==> config.mk <==
export PLATFORM = sky130hd
export DESIGN_NAME = fifo_word_unpacker_flat
export DESIGN_NICKNAME = d
export VERILOG_FILES = /design/src/rtl/fifo_word_unpacker_if.sv /design/src/rtl/fifo_word_unpacker.sv /design/src/flat_wrapper.sv
export SDC_FILE = /design/constraint.sdc
export NUM_CORES = 1
export LEC_CHECK = 0
export CAP_MARGIN = 25
export CORE_MARGIN = 5
export CORE_UTILIZATION = 42
export CTS_CLUSTER_DIAMETER = 80
export DETAILED_ROUTE_END_ITERATION = 10
export PLACE_DENSITY = 0.76
export SETUP_SLACK_MARGIN = 0.2
export SYNTH_ARGS = -nofsm -noshare
export SYNTH_HDL_FRONTEND = slang
export SYNTH_SLANG_ARGS = --single-unit
==> constraint.sdc <==
create_clock -name Clk -period 1.94 [get_ports Clk]
set_input_delay 0.582 -clock Clk [delete_from_list [all_inputs] [get_ports Clk]]
set_output_delay 0.582 -clock Clk [all_outputs]
set_load 0.01 [all_outputs]
==> src/rtl/fifo_word_unpacker_if.sv <==
// fifo_word_unpacker_if: FIFO read port plus byte stream between the unpacker and its neighbours
interface fifo_word_unpacker_if;
  logic        fifo_empty;
  logic [31:0] fifo_data;
  logic        fifo_rd;
  logic [7:0]  byte_out;
  logic        byte_valid;
  logic        byte_ready;
  logic        byte_last;
  modport master (
    input  fifo_empty, fifo_data, byte_ready,
    output fifo_rd, byte_out, byte_valid, byte_last
  );
  modport slave (
    output fifo_empty, fifo_data, byte_ready,
    input  fifo_rd, byte_out, byte_valid, byte_last
  );
endinterface

==> src/rtl/fifo_word_unpacker.sv <==
// fifo_word_unpacker: pops 32-bit FIFO words and emits them as four bytes on a valid/ready stream
module fifo_word_unpacker #(
  parameter bit LSB_FIRST = 1'b1,
  parameter int CNT_W     = 16
) (
  input  logic                 Clk,
  input  logic                 Rst,
  input  logic                 en,
  fifo_word_unpacker_if.master bus,
  output logic [CNT_W-1:0]     word_count,
  output logic                 busy
);
  typedef enum logic [1:0] {IDLE, REQ, CAP, SEND} state_t;
  state_t           state_q, state_d;
  logic [31:0]      hold_q, hold_d;
  logic [1:0]       idx_q, idx_d;
  logic [CNT_W-1:0] cnt_q, cnt_d;
  logic [1:0]       sel;
  logic             fetch;
  always_ff @(posedge Clk) begin
    if (Rst) begin
      state_q <= IDLE;
      hold_q  <= '0;
      idx_q   <= '0;
      cnt_q   <= '0;
    end else begin
      state_q <= state_d;
      hold_q  <= hold_d;
      idx_q   <= idx_d;
      cnt_q   <= cnt_d;
    end
  end
  always_comb begin
    state_d = state_q;
    hold_d  = hold_q;
    idx_d   = idx_q;
    cnt_d   = cnt_q;
    fetch   = en && !bus.fifo_empty;
    if (state_q == IDLE && fetch) state_d = REQ;
    if (state_q == REQ) state_d = CAP;
    // fifo_data is registered inside the FIFO, so it is valid the cycle after RD
    if (state_q == CAP) begin
      hold_d  = bus.fifo_data;
      idx_d   = '0;
      state_d = SEND;
    end
    if (state_q == SEND && bus.byte_ready) begin
      idx_d = idx_q + 2'd1;
      if (idx_q == 2'd3) begin
        cnt_d   = cnt_q + 1'b1;
        state_d = fetch ? REQ : IDLE;
      end
    end
  end
  assign sel            = LSB_FIRST ? idx_q : ~idx_q;
  assign bus.fifo_rd    = state_q == REQ;
  assign bus.byte_valid = state_q == SEND;
  assign bus.byte_last  = state_q == SEND && idx_q == 2'd3;
  assign bus.byte_out   = state_q == SEND ? hold_q[{sel, 3'b000} +: 8] : 8'h00;
  assign word_count     = cnt_q;
  assign busy           = state_q != IDLE;
endmodule

==> src/flat_wrapper.sv <==
// flat-port wrapper written by rule: the top's interface ports become plain ports
module fifo_word_unpacker_flat 
#(
  parameter bit LSB_FIRST = 1'b1,
  parameter int CNT_W     = 16
)
  (Clk, Rst, en, word_count, busy, bus_fifo_empty, bus_fifo_data, bus_byte_ready, bus_fifo_rd, bus_byte_out, bus_byte_valid, bus_byte_last);
  fifo_word_unpacker_if bus_i ();
  input  logic Clk;
  input  logic Rst;
  input  logic en;
  output logic [CNT_W-1:0] word_count;
  output logic busy;
  input wire logic [$bits(bus_i.fifo_empty)-1:0] bus_fifo_empty;
  input wire logic [$bits(bus_i.fifo_data)-1:0] bus_fifo_data;
  input wire logic [$bits(bus_i.byte_ready)-1:0] bus_byte_ready;
  output wire logic [$bits(bus_i.fifo_rd)-1:0] bus_fifo_rd;
  output wire logic [$bits(bus_i.byte_out)-1:0] bus_byte_out;
  output wire logic [$bits(bus_i.byte_valid)-1:0] bus_byte_valid;
  output wire logic [$bits(bus_i.byte_last)-1:0] bus_byte_last;
  assign bus_i.fifo_empty = bus_fifo_empty;
  assign bus_i.fifo_data = bus_fifo_data;
  assign bus_i.byte_ready = bus_byte_ready;
  assign bus_fifo_rd = bus_i.fifo_rd;
  assign bus_byte_out = bus_i.byte_out;
  assign bus_byte_valid = bus_i.byte_valid;
  assign bus_byte_last = bus_i.byte_last;
  fifo_word_unpacker #(.LSB_FIRST(LSB_FIRST), .CNT_W(CNT_W)) u_core (.Clk(Clk), .Rst(Rst), .en(en), .bus(bus_i), .word_count(word_count), .busy(busy));
endmodule
Yosys cells after proc, flatten, opt, wreduce, memory -nomap -nowiden
Cells that the tools add are included. W data, S select, Z words.

Flip-flop bits (word level): 52. Input bits: 37. Logic and storage cells: 29.

Add/subtract/negate cells: 2. Eq/ne operators: 4. Shift operators: 1. Multiplexer cells: 9. Reductions and logical operators: 9.

Operator list (count): $shiftx A32 B6 Y8 (1); $add A16 B1 Y16 const B (1); $mux W2 (7); $mux W8 (1); $eq A2 B2 Y1 const B (3); $logic_and A1 B1 Y1 (4); $reduce_bool A2 Y1 (2); $add A2 B1 Y2 const B (1); $eq A2 B1 Y1 const B (1); $logic_not A2 Y1 (1); $reduce_and A2 Y1 (1); $logic_not A1 Y1 (1); $mux W1 (1).

Longest topological paths before layout
Depth in word-level cells: 8. Mapped depth: 6.

Least setup slack after synthesis
Ideal clock, no wire load.

Path type: register -> output. From: register u_core.idx_q[0]. To: output port bus_byte_out[0]. Arrival: 1.455 ns. Setup slack: -0.097 ns. Cell stages (with the launch flop): 4. Buffers on the path: 1. Cell sequence: dfxtp_1 clkbuf_1 mux4_2 and2_1.

Cells in the longest elaborated chain, start to end: 2.

Ends and longest elaborated chain: from (decl) (RTL line fifo_word_unpacker.sv:16) `logic [1:0] idx_q, idx_d;`; from (signal assigned) (RTL line fifo_word_unpacker.sv:29) `idx_q <= idx_d;`; $shiftx A32 B6 Y8 (RTL line fifo_word_unpacker.sv:59) `assign bus.byte_out = state_q == SEND ? hold_q[{sel, 3'b000} +: 8] : 8'h00;`; $mux W8 (RTL line fifo_word_unpacker.sv:59); to (decl) (RTL line flat_wrapper.sv:18) `output wire logic [$bits(bus_i.byte_out)-1:0] bus_byte_out;`.

No other way between the ends.

Worst setup path after layout
Same ends and word-level chain as after synthesis.

==> impl_metrics.py <==
metrics = {
    "status": {
        "outcome": "finished with violations",
        "failed_checks": "negative setup slack",
    },
    "sta": {
        "fin_crit_ps": 2133,
        "worst_slack_ps": -193.0,
        "finalClockSkew_ps": 6.872,
        "finalHoldViolations": 0,
        "max-slew-margin-rel_pct": 70.39,
        "worst_slew_pin_slew_ps": 444.1,
        "max_freq_ghz": 0.4688,
        "fin_crit_sh_pct": 109.9,
        "maxSlewViolCount": 0,
        "finalSetupViolCount": 8,
        "grt_setup_unrepaired": "true",
    },
    "place": {
        "port-buffer-count": 64,
        "hpwl_um": 4301,
        "routabilityCongestion": 0.8716,
        "dpl.cell_count": 408,
        "placed_cell_area_mm2": 0.003100,
    },
    "route": {
        "drc": 0,
        "viasPerCell": 5.243,
        "antenna_left": 0,
        "route.vias.total": 2218,
        "dr.first_iter.drc_count": 110,
        "first_pass_iters": 4,
        "drt-wirelength-per-cell_um": 14.94,
        "wl_um": 6320,
    },
    "power_and_ir_drop": {
        "power.share.sequential_pct": 54.4,
        "p_sw_w": 0.0004930,
        "swShare_pct": 23.83,
        "p_leak_nw": 1.371,
        "p_int_w": 0.001576,
        "p_comb_share_pct": 12.1,
        "p_clk_share_pct": 33.5,
        "ir_drop_v": 0.0003736,
        "power_density_mw_per_mm2": 609.2,
    },
    "layout": {
        "num-fill-cells": 412,
        "num_antenna_cells": 0,
        "stdcell_area_mm2": 0.003396,
        "drive_gt1_share_pct": 28.33,
        "fin_nets": 391,
        "syn_to_final_growth_pct": 50.28,
        "final_cells": 423,
    },
    "logic_synthesis": {
        "yosysWarningCount": 0,
        "ys_types": 30,
        "synth_top_area_share_pct": 46.07,
        "syn_nets": 309,
        "avgSynthCellArea_um2": 8.369,
        "syn_area_mm2": 0.002260,
        "synthTopCellsByArea": "dfxtp_1 46%, nand2_1 12%, a21oi_1 8.9%",
        "synth_seq_cells": 52,
        "syn_inst": 270,
        "synth-seq-area-share_pct": 46.07,
        "synth_top_area_cell": "dfxtp_1",
    },
    "global_routing": {
        "grtUsageTotal_pct": 16.86,
        "use_met1_pct": 21.22,
        "antenna_found_initial": 0,
        "gr-usage-met3_pct": 3.465,
        "grt_pass1_wl_um": 9825,
        "top_usage_layer": "met2",
        "grt.overflow.total": 0,
        "grt_max_degree": 33,
        "use_met2_pct": 28.21,
        "grt_pass1_vias": 2076,
    },
    "setup_path": {
        "crit_required_ps": 1360,
        "endpoint_kind": "output port",
        "worstSetupStartpointType": "flop",
        "cp_data_arrival_time_ps": 1550,
        "crit_type": "reg2out",
        "rr_worst_depth": 8,
        "cp_max_fo": 5,
    },
    "floorplan": {
        "initial_utilization_pct": 43.69,
        "die_area_mm2": 0.006947,
        "die-width_um": 83.35,
        "die_y_um": 83.35,
        "io_pins": 65,
        "std_cell_rows": 26,
        "core_area_mm2": 0.005172,
    },
    "clocking": {
        "clock_latency_ps": 310,
        "tritoncts": "built",
        "path_clk_slew_ps": 90,
        "clock-sinks": 52,
        "clockBufferDepth": 2,
        "h-tree-depth": 2,
        "cts_buffers": 5,
        "hold_buffers": 0,
        "clockRootBuffer": "clkbuf_8",
    },
    "min_path": {
        "hold_depth": 2,
        "hp-class": "reg2reg",
    },
    "job": {
        "cap_violations": 0,
    },
}
==> layout by cell type (no fill, tap or decap), types with 3 or more instances in the layout <==
cell type	n
clkdlybuf4s50_1	34
xnor2_1	4
a21oi_1	37
o21ai_1	3
a21oi_2	3
buf_4	21
buf_6	14
dfxtp_1	42
nand3_1	4
mux4_2	8
inv_1	3
and2_4	8
dlygate4sd2_1	17
buf_2	7
nand4_1	3
nor2_1	14
nand2_1	73
dfxtp_2	8
clkbuf_8	5
xor2_1	6
==> power groups by stage <==
stage                     combinational [W]  sequential (W)  clock [W]
after CTS                          0.000235         0.00112   0.000710
after global placement             0.000226         0.00115          0
after floorplan                    0.000112         0.00114          0
after detailed placement           0.000230         0.00115          0
final                              0.000250         0.00113   0.000693
after global routing               0.000272         0.00113   0.000747
==> final timing paths <==
| path | start | end | slack [ps] |
|---|---|---|---|
| setup reg to reg | u_core.idx_q[0]$_SDFFE_PP0P_ | u_core.word_count[9]$_SDFFE_PP0P_ | 60 |
| setup / recovery | u_core.idx_q[0]$_SDFFE_PP0P_ | bus_byte_out[0] | -190 |
| hold reg to reg | u_core.hold_q[9]$_SDFFE_PP0P_ | u_core.hold_q[9]$_SDFFE_PP0P_ | 460 |
| hold / removal | u_core.hold_q[9]$_SDFFE_PP0P_ | u_core.hold_q[9]$_SDFFE_PP0P_ | 460 |
==> cell families after synthesis <==
family	Yosys count	share of synthesized area, %
xor+xnor	10	3.876
compound gates	48	11.30
fa+ha+maj	2	1.107
flops	52	46.07
mux	8	7.973
simple gates	126	25.53
buf+inv	24	4.153
==> synthesized netlist by cell type (all sizes together) <==
library cell	instances
xor2	6
nor4	1
nand3	5
buf	6
xnor2	4
or4b	2
or2	1
and4	2
or4	3
inv	5
ha	2
nor2b	2
dfxtp	52
o41ai	1
nand4	4
a21oi	40
and2	9
or3	2
mux4	8
nor2	16
o21ai	3
nand2	74
nor3	3
o31ai	3
a32oi	1
and3	2
clkbuf	13
==> layout make-up <==
class	count	area, µm²	area share, %
clock buffer	7	97.59	2.874
clock inverter	1	8.758	0.2579
inverter	5	18.77	0.5527
multi-input combinational	194	1270	37.40
sequential	52	1059	31.17
tap	70	87.58	2.579
timing repair buffer	94	854.6	25.17
==> what timing repair did <==
action	in CTS	in global routing
setup endpoints to repair	37	23
resized for setup	89	31
buffers inserted	4	3
pin swaps	6	12
==> state kept, by name (all words and copies together), names as in the netlist <==
signal and count:
u_core.state_q 2, u_core.hold_q 32, u_core.idx_q 2, u_core.word_count 16
==> routing by layer <==
metal	up-vias	part of all wire, %
met5	-	0
met4	0	2.9
met3	21	6.0
met2	75	50
met1	1048	41
li1	1074	-
==> critical path: stages (launching register included) <==
cell and delay, ps:
dfxtp_2 350, buf_6 130, mux4_2 500, and2_4 150, buf_6 110
==> stage by stage <==
stage	total power (W)	TNS [ps]	util (%)	hold slack [ps]	setup WS, ps
6_report	0.002069	-1332	65.65	460.4	-193.0
5_1_grt	0.002149	-1944	65.65	479.3	-268.9
4_1_cts	0.002068	-1420	62.80	460.3	-204.7
3_5_place_dp	0.001380	-3814	59.94	446.7	-316.1
3_3_place_gp	0.001373	-3253	59.94	440.6	-272.7
2_1_floorplan	0.001254	0	-	433.1	194.7
Power figures use the tool's default switching activity.
